`config.mk`:
```
export PLATFORM = sky130hd
export DESIGN_NAME = wb_mem_arbiter
export DESIGN_NICKNAME = d
export VERILOG_FILES = /design/src/rtl/wb_pkg.sv /design/src/rtl/wb_rr_pick2.sv /design/src/rtl/wb_mem_arbiter.sv
export SDC_FILE = /design/constraint.sdc
export NUM_CORES = 1
export LEC_CHECK = 0
export CORE_AREA = 8 8 111 113
export CTS_CLUSTER_DIAMETER = 80
export DETAILED_ROUTE_END_ITERATION = 7
export DIE_AREA = 0 0 119 121
export PLACE_DENSITY = 0.71
export RECOVER_POWER = 100
export SLEW_MARGIN = 15
export SYNTH_ARGS = -nofsm -noshare
export SYNTH_HDL_FRONTEND = slang
export SYNTH_SLANG_ARGS = --single-unit
```
`constraint.sdc`:
```
create_clock -name wb_clk -period 5.02 [get_ports wb_clk]
set_input_delay 1.255 -clock wb_clk [delete_from_list [all_inputs] [get_ports wb_clk]]
set_output_delay 1.255 -clock wb_clk [all_outputs]
set_load 0.05 [all_outputs]
```
`src/rtl/wb_pkg.sv`:
```
`default_nettype none
// +--------------------------------------------------------------------+
// | wb_pkg : shared types and constants for the Wishbone bus blocks    |
// | Rev 1.0 : initial release                                          |
// +--------------------------------------------------------------------+
package wb_pkg;

    localparam int WB_TIMEOUT_DEFAULT = 16;

    typedef enum logic [1:0] {
        ST_IDLE   = 2'd0,
        ST_GRANT0 = 2'd1,
        ST_GRANT1 = 2'd2
    } wb_arb_state_e;

endpackage
`default_nettype wire

```
`src/rtl/wb_rr_pick2.sv`:
```
`default_nettype none
// +--------------------------------------------------------------------+
// | wb_rr_pick2 : two-way round-robin pick from a request pair         |
// | Rev 1.0 : initial release                                          |
// +--------------------------------------------------------------------+
module wb_rr_pick2 (
    input  logic [1:0] req_i,
    input  logic       last_grant_i,
    output logic       valid_o,
    output logic       idx_o
);

    // On a tie the master that was not served last wins.
    assign valid_o = |req_i;
    assign idx_o   = (&req_i) ? ~last_grant_i : req_i[1];

endmodule
`default_nettype wire

```
`src/rtl/wb_mem_arbiter.sv`:
```
`default_nettype none
// +--------------------------------------------------------------------+
// | wb_mem_arbiter : 2-master Wishbone arbiter with slave-ack timeout  |
// | Rev 1.0 : initial release                                          |
// +--------------------------------------------------------------------+
module wb_mem_arbiter
    import wb_pkg::*;
#(
    parameter int TIMEOUT = WB_TIMEOUT_DEFAULT,
    parameter int AW      = 32
) (
    input  logic          wb_clk,
    input  logic          wb_rst,

    input  logic          m0_cyc_i,
    input  logic          m0_stb_i,
    input  logic          m0_we_i,
    input  logic [AW-1:0] m0_addr_i,
    input  logic [AW-1:0] m0_dat_i,
    output logic          m0_ack_o,
    output logic          m0_err_o,
    output logic [AW-1:0] m0_dat_o,

    input  logic          m1_cyc_i,
    input  logic          m1_stb_i,
    input  logic          m1_we_i,
    input  logic [AW-1:0] m1_addr_i,
    input  logic [AW-1:0] m1_dat_i,
    output logic          m1_ack_o,
    output logic          m1_err_o,
    output logic [AW-1:0] m1_dat_o,

    output logic          s_cyc_o,
    output logic          s_stb_o,
    output logic          s_we_o,
    output logic [AW-1:0] s_addr_o,
    output logic [AW-1:0] s_dat_o,
    input  logic          s_ack_i,
    input  logic [AW-1:0] s_dat_i
);

    localparam int            CW   = $clog2(TIMEOUT + 1);
    localparam logic [CW-1:0] TMAX = CW'(TIMEOUT);

    wb_arb_state_e state_q, state_d;
    logic          last_grant_q, last_grant_d;
    logic [CW-1:0] cnt_q, cnt_d;
    logic [1:0]    err_block_q, err_block_d;

    logic [1:0]    cyc_w;
    logic [1:0]    req_w;
    logic          pick_valid_w;
    logic          pick_idx_w;
    logic          own_valid_w;
    logic          own_w;
    logic          sel_cyc_w;
    logic          sel_stb_w;
    logic          sel_we_w;
    logic [AW-1:0] sel_addr_w;
    logic [AW-1:0] sel_dat_w;
    logic          timeout_w;

    assign cyc_w = {m1_cyc_i, m0_cyc_i};
    assign req_w = cyc_w & ~err_block_q;

    wb_rr_pick2 u_pick (
        .req_i        (req_w),
        .last_grant_i (last_grant_q),
        .valid_o      (pick_valid_w),
        .idx_o        (pick_idx_w)
    );

    // Reset gates the grant combinationally so an aborted transfer never leaks an ack.
    assign own_valid_w = (state_q != ST_IDLE) && !wb_rst;
    assign own_w       = (state_q == ST_GRANT1);

    assign sel_cyc_w  = own_w ? m1_cyc_i  : m0_cyc_i;
    assign sel_stb_w  = own_w ? m1_stb_i  : m0_stb_i;
    assign sel_we_w   = own_w ? m1_we_i   : m0_we_i;
    assign sel_addr_w = own_w ? m1_addr_i : m0_addr_i;
    assign sel_dat_w  = own_w ? m1_dat_i  : m0_dat_i;

    assign timeout_w = own_valid_w && sel_cyc_w && (cnt_q == TMAX) && !s_ack_i;

    assign s_cyc_o  = own_valid_w && sel_cyc_w && !timeout_w;
    assign s_stb_o  = own_valid_w && sel_stb_w && !timeout_w;
    assign s_we_o   = own_valid_w && sel_we_w;
    assign s_addr_o = own_valid_w ? sel_addr_w : '0;
    assign s_dat_o  = own_valid_w ? sel_dat_w  : '0;

    assign m0_ack_o = own_valid_w && !own_w && s_ack_i;
    assign m1_ack_o = own_valid_w &&  own_w && s_ack_i;
    assign m0_err_o = timeout_w && !own_w;
    assign m1_err_o = timeout_w &&  own_w;
    assign m0_dat_o = s_dat_i;
    assign m1_dat_o = s_dat_i;

    always_comb begin
        state_d      = state_q;
        last_grant_d = last_grant_q;
        cnt_d        = cnt_q;
        err_block_d  = err_block_q & cyc_w;
        case (state_q)
            ST_IDLE: begin
                cnt_d = '0;
                if (pick_valid_w) begin
                    state_d = pick_idx_w ? ST_GRANT1 : ST_GRANT0;
                end
            end
            ST_GRANT0, ST_GRANT1: begin
                if (timeout_w) begin
                    state_d             = ST_IDLE;
                    last_grant_d        = own_w;
                    err_block_d[own_w]  = 1'b1;
                    cnt_d               = '0;
                end else if (!sel_cyc_w) begin
                    last_grant_d = own_w;
                    cnt_d        = '0;
                    if (own_w ? req_w[0] : req_w[1]) begin
                        state_d = own_w ? ST_GRANT0 : ST_GRANT1;
                    end else begin
                        state_d = ST_IDLE;
                    end
                end else if (s_ack_i) begin
                    cnt_d = '0;
                end else if (s_stb_o && (cnt_q != TMAX)) begin
                    cnt_d = cnt_q + CW'(1);
                end
            end
            default: state_d = ST_IDLE;
        endcase
    end

    always_ff @(posedge wb_clk) begin
        if (wb_rst) begin
            state_q      <= ST_IDLE;
            last_grant_q <= 1'b1;
            cnt_q        <= '0;
            err_block_q  <= 2'b00;
        end else begin
            state_q      <= state_d;
            last_grant_q <= last_grant_d;
            cnt_q        <= cnt_d;
            err_block_q  <= err_block_d;
        end
    end

endmodule
`default_nettype wire

```
==> implementation parameters <==
Parameter                              Value

Status
  Result of the run ... finished, final reports clean

GRT
  Final global-route overflow total ... 0
  Overall track demand over capacity in global routing ... between 10% and 20%
  Number of antenna violations at the first check in global routing ... 0
  First-pass GRT wire length ... 14500 um
  Maximum number of pins on one net before global-route repair ... 67
  Vias in the first global route ... between 2k and 3k

Cells and area
  Post-route standard cell area excluding fillers ... 3580 um2
  Nets ... 607
  Area growth syn-to-layout ... 63.2%
  Inserted Diodes ... 0
  Filler cells ... approximately 1.1k
  Layout cells sized above 1 ... 4.17%

Placement
  Port Buffers ... ~210
  Last weighted congestion value of the routability-driven placer ... 0.778
  Placed Instance Area ... roughly 4200 um2
  HPWL reported at the end of detailed placement ... between 8000 and 9000 um

Power and ir drop
  Power per cell area ... 389 nW/um2
  Static leakage ... 0.00123 uW
  Peak supply drop ... between 0.2 and 0.25 mV

Synth
  Share of synthesized registers carrying an async set or reset ... 0%
  Post-Syn Nets ... 474
  Syn_area_per_cell ... 7.32 um2
  Count of flip-flops with a built-in enable after synthesis ... 0
  FF+latch count, synth ... 10
  Leading cell types by total area after synthesis ... sky130_fd_sc_hd__mux2i_1 30%, sky130_fd_sc_hd__buf_4 22%, sky130_fd_sc_hd__nor2_1 13%, sky130_fd_sc_hd__dfxtp_1 9.1%, sky130_fd_sc_hd__ha_1 2.8%
  Number of instances in the synthesized netlist ... 300
  Most used DFF post-synth ... sky130_fd_sc_hd__dfxtp_1
  Share of synthesized area occupied by flip-flops and latches ... 9.12%
  Most numerous cell in the Yosys netlist ... sky130_fd_sc_hd__nor2_1
  Netlist cell types ... 39
  Mapped cell area ... 2200 um2
  Post-synth top area share ... 30.1%
  Total of warnings raised by yosys ... 0
  Most frequent cells after synthesis ... 76 x sky130_fd_sc_hd__nor2_1, 66 x sky130_fd_sc_hd__mux2i_1, 64 x sky130_fd_sc_hd__buf_4
  Yosys top cell by area ... sky130_fd_sc_hd__mux2i_1

Route
  Violation count after the first detailed-routing iteration ... between 150 and 200
  Number of optimization iterations in the first detailed-route pass ... 4
  Remaining antenna violation count ... 0
  Vias/cell ... 4.28
  Total number of vias ... 2449
  Remaining routing DRC violations ... 0
  Aggregate routed wire length ... 9980 um
  Routed length per placed instance ... around 17 um

CTS
  Clock latency on the worst-skew pair ... 0.24 ns
  H-tree lvl count ... 1
  Post-CTS Hold Fix Bufs ... 0
  CTS Root Buffer Type ... sky130_fd_sc_hd__clkbuf_8
  Count of buffers added by post-CTS timing repair for setup ... 0
  Quantity of gates resized following cts ... 0
  TritonCTS sink count ... 10
  CTS clk-pin slew, worst paths ... 0.05 ns
  Buffer depth of the longest clock path ... 2
  Cts bufs inserted ... 3
  Clock tree from TritonCTS ... yes

Die
  Site row count ... 38
  Initial core utilization ... 20.7%
  Core Area ... 10600 um2
  Height of the chip ... about 120 um
  Chip width ... 119 um
  DIE AREA ... approximately 14000 um2
  Count of pins on the block boundary ... between 300 and 400

STA
  Worst hold slack across all endpoints ... 0.513 ns
  Final TNS setup ... 0 ns
  Setup repair after global routing missed its margin ... no
  Setup Viol. Count Final ... 0
  Post-route fraction of the period consumed by the critical path ... between 90% and 100%
  Worst-case headroom to the max-slew limit ... 54.8%
  Post-layout min period ... approximately 4.6 ns
  Max Clk Rate ... roughly 220 MHz
  Worst-margin pin slew ... 0.680 ns
  Final Max Tran Viols ... 0
  Clock tree skew after final layout ... around 0.0011 ns
  Number of hold violations in the final report ... 0

Critical path
  Arrival time of data at the critical path endpoint ... around 3.4 ns
  Kind of end point of the critical path ... output pin
  Startpoint Class ... input port
  CP Max Fanout ... 66
  Data required time of the worst path ... 3.76 ns
  Critical path start-end classification ... in2out

Hold path
  Classification of the worst-slack hold path ... reg2reg

Job
  Maximum Capacitance Violations ... 0
## final cells by class
| class | instances | area [um2] | area share (%) |
|---|---|---|---|
| inverter | 6 | 22.5 | 0.628 |
| tap | 140 | 175 | 4.89 |
| clock buffer | 4 | 55.1 | 1.54 |
| multi-input combinational | 202 | 1420 | 39.6 |
| sequential | 10 | 200 | 5.58 |
| timing repair buffer | 210 | 1710 | 47.7 |
## sequential cells by signal, indices dropped and copies added (netlist names)
register and cells:
last_grant_q 1, err_block_q 2, state_q 2, cnt_q 5
## logic make-up after synthesis
family / after synthesis / synth area share (%)
buffers and inverters: 88 / 26.8
AND/OR/NAND/NOR: 105 / 22.1
adder cells (fa/ha/maj): 5 / 2.85
flip-flops: 10 / 9.12
AO/OA/AOI/OAI: 24 / 7.58
multiplexers: 68 / 31.6
## path summary, 6_finish.rpt
path / from / endpoint / slack, ns / depth (start not counted)
min: err_block_q[1] / err_block_q[1] / 0.51 / 2
min reg2reg: err_block_q[1] / err_block_q[1] / 0.51 / 2
max reg2reg: state_q[0] / state_q[1] / 2.80 / 6
max: wb_rst / s_addr_o[4] / 0.41 / 5
## metal layers
layer  part of all wire, %  GRT usage (%)  vias up
met3                   8.1           4.33       11
met1                    38           13.0     1068
met2                    53           23.4      154
met4                  0.85           2.53        0
li1                      -              -     1216
met5                     0              0        -
## worst max-delay path, cell delays in order
cell                            delay [ns]
sky130_fd_sc_hd__dlygate4sd3_1        0.64
sky130_fd_sc_hd__or2_2                0.34
sky130_fd_sc_hd__buf_4                0.32
sky130_fd_sc_hd__nor2_1               0.21
sky130_fd_sc_hd__clkbuf_1             0.54
## where the power goes
group	internal, uW	switching, uW
Clock	69.1	34.0
Sequential	90.7	7.69
Combinational	358	836
## stage by stage
step | power (uW) | setup WS, ns | utilization, % | cells
global route | 1470 | 0.322 | 33.8 | 572
global placement | 1550 | 0.734 | 39.2 | 568
finish | 1400 | 0.409 | 33.8 | 572
floorplan | 1140 | 0.879 | - | 300
CTS | 1670 | 0.698 | 39.7 | 572
detailed placement | 1560 | 0.715 | 39.2 | 568
## layout by cell type (no fill, tap or decap), drive strengths merged
master / count
mux2: 1
a22oi: 1
or2: 1
inv: 6
nand2b: 2
and2: 2
dlygate4sd3: 3
nand4bb: 1
a31oi: 1
ha: 5
clkdlybuf4s50: 135
o32ai: 2
nand4: 1
and3: 2
mux2i: 67
nand3: 5
a2bb2oi: 1
a211oi: 1
nand2: 3
nor2: 76
a21oi: 4
o211ai: 2
clkbuf: 70
o21ai: 6
a21bo: 1
a32oi: 1
and4bb: 1
o22a: 1
o31ai: 2
dfxtp: 10
buf: 6
nor2b: 5
nor3: 5
nor4: 1
a2111o: 1
No activity file was read; power rests on OpenSTA's default activity.
